--- src/rtl/mem_wb_stage_pkg.sv ---
// Shared pipeline package: data-memory geometry, writeback register layout and bubble constants.
// Imported by every pipe stage that needs the common defaults.
package mem_wb_stage_pkg;

    localparam int DM_DEPTH_DEF = 64;
    localparam int DM_AW_DEF    = 6;

    localparam logic BUBBLE_RFWE  = 1'b0;
    localparam logic BUBBLE_MTORF = 1'b0;

    typedef struct packed {
        logic        rfwe;
        logic        mtorf;
        logic [31:0] alu;
        logic [31:0] rd;
        logic [4:0]  rt;
    } wb_regs_t;

    localparam wb_regs_t WB_BUBBLE = '{
        rfwe:  BUBBLE_RFWE,
        mtorf: BUBBLE_MTORF,
        alu:   32'd0,
        rd:    32'd0,
        rt:    5'd0
    };

    // Only word-aligned accesses are legal; non-memory instructions never flag.
    function automatic logic is_misaligned(input logic [1:0] lsb, input logic dmwe, input logic mtorf);
        return (lsb != 2'b00) && (dmwe || mtorf);
    endfunction

endpackage

--- src/rtl/mem_wb_stage_data_mem.sv ---
// Word-organised data memory: one synchronous write port, one asynchronous read port.
// Reads return the pre-edge contents, so a same-edge write is visible only to later reads.
module data_mem
    import mem_wb_stage_pkg::*;
#(
    parameter int DEPTH = DM_DEPTH_DEF,
    parameter int AW    = DM_AW_DEF
) (
    input  logic          CLK,
    input  logic          we,
    input  logic [AW-1:0] addr,
    input  logic [31:0]   wdata,
    output logic [31:0]   rdata
);

    logic [31:0] ram [DEPTH];

    // NOTE: the array has no reset; clearing it would force a flop-based RAM and contents are undefined until written.
    always_ff @(posedge CLK) begin
        if (we) begin
            ram[addr] <= wdata;
        end
    end

    assign rdata = ram[addr];

endmodule

--- src/rtl/mem_wb_stage.sv ---
// MEM/WB pipeline stage: data-memory access, misalignment detection and writeback registers.
// Flush loads a bubble and beats stall; reset beats both and drops any pending store.
module mem_wb_stage
    import mem_wb_stage_pkg::*;
#(
    parameter int DM_DEPTH = DM_DEPTH_DEF,
    parameter int DM_AW    = DM_AW_DEF
) (
    input  logic        CLK,
    input  logic        RST,
    input  logic        RFWEM,
    input  logic        DMWEM,
    input  logic        MtoRFselM,
    input  logic [31:0] ALU_outM,
    input  logic [31:0] DMinM,
    input  logic [4:0]  RtDM,
    input  logic        StallW,
    input  logic        FlushW,
    output logic        RFWEW,
    output logic        MtoRFselW,
    output logic [31:0] ALU_outW,
    output logic [31:0] RDW,
    output logic [4:0]  RtDW,
    output logic [31:0] ResultW,
    output logic        MisalignM
);

    wb_regs_t         wb_q;
    wb_regs_t         wb_d;
    logic [DM_AW-1:0] dm_idx;
    logic [31:0]      dm_rdata;
    logic             dm_we;
    logic             load_misalign;

    // Upper address bits are dropped, so the memory aliases every 4*DM_DEPTH bytes.
    assign dm_idx        = ALU_outM[DM_AW+1:2];
    assign MisalignM     = is_misaligned(ALU_outM[1:0], DMWEM, MtoRFselM);
    assign load_misalign = MisalignM & MtoRFselM;
    assign dm_we         = DMWEM & ~MisalignM & ~StallW & ~FlushW & ~RST;

    data_mem #(
        .DEPTH (DM_DEPTH),
        .AW    (DM_AW)
    ) u_data_mem (
        .CLK   (CLK),
        .we    (dm_we),
        .addr  (dm_idx),
        .wdata (DMinM),
        .rdata (dm_rdata)
    );

    // NOTE: every field of wb_d is assigned on every pass, so no latch can be inferred.
    always_comb begin
        wb_d       = WB_BUBBLE;
        wb_d.rfwe  = RFWEM & ~load_misalign;
        wb_d.mtorf = MtoRFselM;
        wb_d.alu   = ALU_outM;
        wb_d.rd    = load_misalign ? 32'd0 : dm_rdata;
        wb_d.rt    = RtDM;
    end

    // NOTE: state is updated with non-blocking assignments so all flops sample pre-edge values.
    always_ff @(posedge CLK) begin
        if (RST) begin
            wb_q <= WB_BUBBLE;
        end else if (FlushW) begin
            wb_q <= WB_BUBBLE;
        end else if (!StallW) begin
            wb_q <= wb_d;
        end
    end

    assign RFWEW     = wb_q.rfwe;
    assign MtoRFselW = wb_q.mtorf;
    assign ALU_outW  = wb_q.alu;
    assign RDW       = wb_q.rd;
    assign RtDW      = wb_q.rt;
    assign ResultW   = wb_q.mtorf ? wb_q.rd : wb_q.alu;

endmodule

--- config.mk ---
export PLATFORM = sky130hd
export DESIGN_NAME = mem_wb_stage
export DESIGN_NICKNAME = d
export VERILOG_FILES = /design/src/rtl/mem_wb_stage_pkg.sv /design/src/rtl/mem_wb_stage_data_mem.sv /design/src/rtl/mem_wb_stage.sv
export SDC_FILE = /design/constraint.sdc
export NUM_CORES = 2
export LEC_CHECK = 0
export CAP_MARGIN = 20
export CORE_MARGIN = 2
export CORE_UTILIZATION = 56
export DETAILED_ROUTE_END_ITERATION = 10
export GPL_TIMING_DRIVEN = 1
export PLACE_DENSITY = 0.78
export SLEW_MARGIN = 20
export SYNTH_ARGS = -nofsm -noshare
export SYNTH_HDL_FRONTEND = slang
export SYNTH_SLANG_ARGS = --single-unit
--- constraint.sdc ---
create_clock -name CLK -period 3.45 [get_ports CLK]
set_input_delay 0.69 -clock CLK [delete_from_list [all_inputs] [get_ports CLK]]
set_output_delay 0.69 -clock CLK [all_outputs]
set_load 0.01 [all_outputs]
Word level (Yosys, flattened, before mapping)

Memory sizes are Yosys's and may differ from the RTL's.
Cells that the tools add are included.

Multiplexer cells: 4
Reductions and logical operators: 4
Bitwise gates (word level): 11

Operators with widths:

| cell              | count |
|---|---|
| $mux 32           | 2 |
| $and 1x1->1       | 6 |
| $not 1->1         | 5 |
| $mux 1            | 2 |
| $reduce_bool 2->1 | 1 |
| $reduce_or 2->1   | 1 |
| $logic_and 1x1->1 | 1 |
| $logic_or 1x1->1  | 1 |

Word-level logic and storage cells: 25
Register bits after elaboration: 71
Memory bits (writable): 2048
Memories kept: 1

Memory list:

| name           | depth | bits a word | rd ports | clocked after memory_dff | write ports | RTL line                    | text |
|---|---|---|---|---|---|---|---|
| u_data_mem.ram | 64    | 32          | 1        | 0                        | 1           | mem_wb_stage_data_mem.sv:16 | `logic [31:0] ram [DEPTH];` |

Logic depth before layout (Yosys ltp)

Depth in word-level cells: 9
Depth in mapped cells: 10
Gate-level depth less buffers: 6

Modules after synthesis

From an unflattened synthesis, not the netlist that was laid out.

Cell total of the unflattened synthesis: 4448
Area, all modules: 81234.2 µm²

Modules (own cells, without submodules):

| module       | cells an instance | times used | area each (µm²) |
|---|---|---|---|
| data_mem     | 4207              | 1          | 78287.6 |
| mem_wb_stage | 241               | 1          | 2946.6 |

Worst setup path before layout

No wires, ideal clock.

Path kind: input to register
Start point: input port ALU_outM[2]
End point: memory u_data_mem.ram[12][0] (enable)
Setup slack: -0.115 ns
Data arrival time: 3.144 ns
Stages on the path: 6
Library setup time: 0.421 ns
Cells stage by stage: buf_6 > nor2_2 > buf_2 > buf_1 > nand2_1 > nor2_1

RTL lines:

| item        | RTL line                    | text |
|---|---|---|
| from (decl) | mem_wb_stage.sv:14          | `input logic [31:0] ALU_outM,` |
| to (decl)   | mem_wb_stage_data_mem.sv:16 |  |

Straight into the memory's write port.

Worst setup path in the final report

Start point: input port ALU_outM[2]
End point: register wb_q (netlist bit RDW[9])

Longest elaborated chain between the ends: 2

Ends and longest elaborated chain:

| item                 | RTL line           | text |
|---|---|---|
| $mem_v2 64x32        | -                  |  |
| $mux 32              | mem_wb_stage.sv:58 | `wb_d.rd = load_misalign ? 32'd0 : dm_rdata;` |
| to (signal assigned) | mem_wb_stage.sv:69 | `wb_q <= wb_d;` |
| to (decl)            | mem_wb_stage.sv:28 | `wb_regs_t wb_q;` |

No other way between the ends.
A chain may end at the register's enable or synchronous reset.

==> flow_summary.ini <==
[synthesis]
async_flop_share_pct = 0
synth_warnings = 0
avgSynthCellArea_um2 = 18.2
synthCells = 4418
syn_nets = 4494
ys_seq_area_share_pct = 78.3
synthFlopType = edfxtp_1
synth_area_um2 = 80400
ys_types = 38
ys_seq_elements = 2119
synth_edf_count = 2048

[global_routing]
antenna_found_initial = 16
grt_usage_pct = 30.4
grt_start_max_net_pins = 112
grt_pass1_wl_mm = 319
grt_pass1_vias = 45500
grt.overflow.total = 0

[clocking]
htreeDepth = 4
cts.repair.resized = 0
cts_tree = done
hold_buffers = 0
cts_sinks = 2119
post_cts.repair.setup_buffers = 0
clkTransAtPathRegs_ps = 60
clockBufferDepth = 3
numCtsBuffers = 194
clockRootBuffer = clkbuf_16
clock_latency_ps = 850

[finish]
fillers = 9062
final_common_cell = edfxtp_1
multiInputGateArea_um2 = 16300
fin_util_pct = 65.5
seqCellArea_um2 = 62900
syn_to_final_growth_pct = 16.5
layout.cells.non_filler = 6869
layout-drive-gt1-share_pct = 15.6
postLayoutCellArea_um2 = 93600
nNetsFinal = 4871
mostFrequentLayoutCells = 2,048 x edfxtp_1, 542 x mux2i_1, 496 x a221o_1

[run_status]
outcome = finished, final reports clean

[sta]
finalWorstPathRequiredPeriod_ps = 3270
clock.fmax_ghz = 0.306
grt_setup_unrepaired = no
fin_skew_ps = 58.7
tightest_slew_ps = 1110
drv_slew = 0
setup_tns_ps = 0
finalCritPeriodShare_pct = 94.7
slew-limit-headroom_pct = 25.8
finalHoldViolCount = 0
finalSetupViolCount = 0

[flow_run]
maxCapViolCount = 0

[drt]
wl_mm = 225
drt_iter0_drc = 7354
drcViolationCount = 0
antenna_left = 0
firstDrtPassIters = 7
vias_per_cell = 6.88
route.detailed.wl_per_inst_um = 32.7
num_vias = 47300

[floorplanning]
die_h_um = 383
die_w_um = 383
core_um2 = 143000
start_util_pct = 56.2
num_rows = 139
pin_count = 180
fp.dieArea_um2 = 147000

[placement]
place.gp.congestion = 0.898
io_buffers = 179
place_area_um2 = 87500
dp.cells = 6502
post-dp-hpwl_mm = 131

[setup_path]
reg2reg_depth = 5
r2r_slack_ps = 1250
rr_endpoint = RDW[4]$_SDFFE_PP0N_
path_class = in2reg
r2r-start = u_data_mem.ram[41][4]$_DFFE_PP_
cp_max_fo = 37
endpoint = RDW[9]$_SDFFE_PP0N_
cp.arrival_ps = 4030
crit_start = ALU_outM[2]
cp.required_ps = 4210
cp-start-kind = input pin
crit_path_end_kind = flip-flop

[hold_path]
hold_class = in2reg
min_from = DMinM[26]

[pwr]
leakage_uw = 0.0310
power.density_nw_per_um2 = 557
vdd_drop_max_v = 0.000542
-- how the worst min path moves through the flow --
| stage | to | slack, ps | cells past startpoint |
|---|---|---|---|
| after floorplan | RDW[0]$_SDFFE_PP0N_ | 480 | 2 |
| after global placement | RFWEW$_SDFFE_PP0N_ | 480 | 2 |
| after detailed placement | RtDW[2]$_SDFFE_PP0N_ | 480 | 2 |
| after CTS | u_data_mem.ram[18][26]$_DFFE_PP_ | 50 | 1 |
| after global routing | u_data_mem.ram[18][26]$_DFFE_PP_ | 70 | 1 |
| final | u_data_mem.ram[18][26]$_DFFE_PP_ | 90 | 1 |
-- metal layers --
metal	up-vias	track usage (%)	wire length, um
li1	19300	-	-
met1	23900	39.0	77500
met2	3444	47.2	105000
met3	596	8.59	29500
met4	30	16.2	13100
met5	-	0	200
-- cell type report --
| type | instances | area share, % |
|---|---|---|
| sequential | 2119 | 67.2 |
| multi-input combinational | 1958 | 17.4 |
| timing repair buffer | 519 | 6.26 |
| clock buffer | 249 | 5.50 |
| tap | 1903 | 2.54 |
| clock inverter | 111 | 1.03 |
| inverter | 3 | 0.0200 |
| antenna | 7 | 0.0187 |
-- flip-flops by register name (all words and copies together) (netlist names) --
name / count
MtoRFselW: 1
ALU_outW: 32
u_data_mem.ram: 2048
RtDW: 5
RFWEW: 1
RDW: 32
-- power breakdown --
part | total, uW | leakage [uW] | internal [uW] | switching, uW
Clock | 20700 | 0.00298 | 11400 | 9290
Combinational | 3140 | 0.00904 | 1100 | 2040
Sequential | 28300 | 0.0190 | 28200 | 57.9
-- Yosys cell counts (all sizes together), types with 2 or more instances --
master / count / area share (%)
edfxtp: 2048 / 77
mux2i: 542 / 6.8
a221o: 496 / 6.2
o22ai: 375 / 2.9
a21oi: 250 / 1.6
clkbuf: 191 / 0.89
buf: 147 / 1.1
nor2: 116 / 0.54
dfxtp: 71 / 1.8
nand2: 44 / 0.21
o21ai: 33 / 0.21
mux2: 32 / 0.45
nor4: 31 / 0.24
mux4: 12 / 0.34
a221oi: 4 / 0.044
inv: 3 / 0.014
nand3b: 3 / 0.028
or2: 3 / 0.023
or3b: 3 / 0.033
nand2b: 2 / 0.016
nand3: 2 / 0.012
nor2b: 2 / 0.025
-- worst max-delay path: stages --
cell             delay (ps)
clkdlybuf4s50_1         530
buf_12                  180
nor2b_4                 670
buf_12                  310
buf_4                   180
buf_4                   180
a221o_1                 160
a21oi_1                  90
o22ai_1                 740
nor4_1                  130
o21ai_1                 140
-- cell families (layout without fill, tap and decap cells) --
| group | count (synthesis) | in the layout | share of synthesized area, % |
|---|---|---|---|
| simple gates | 210 | 210 | 1.17 |
| buf+inv | 341 | 882 | 2.05 |
| flops | 2119 | 2119 | 78.3 |
| compound gates | 1162 | 1162 | 10.9 |
| other cells | 0 | 7 | 0 |
| mux | 586 | 586 | 7.54 |
-- stage by stage --
step / total power (uW) / hold slack [ps] / setup slack, ps
2_1_floorplan: 30300 / 483 / -115
3_3_place_gp: 31800 / 475 / -516
3_5_place_dp: 31900 / 485 / -536
4_1_cts: 52100 / 52.5 / 203
5_1_grt: 53300 / 73.8 / 167
6_report: 52100 / 92.8 / 181
No activity file was read; power rests on OpenSTA's default activity.
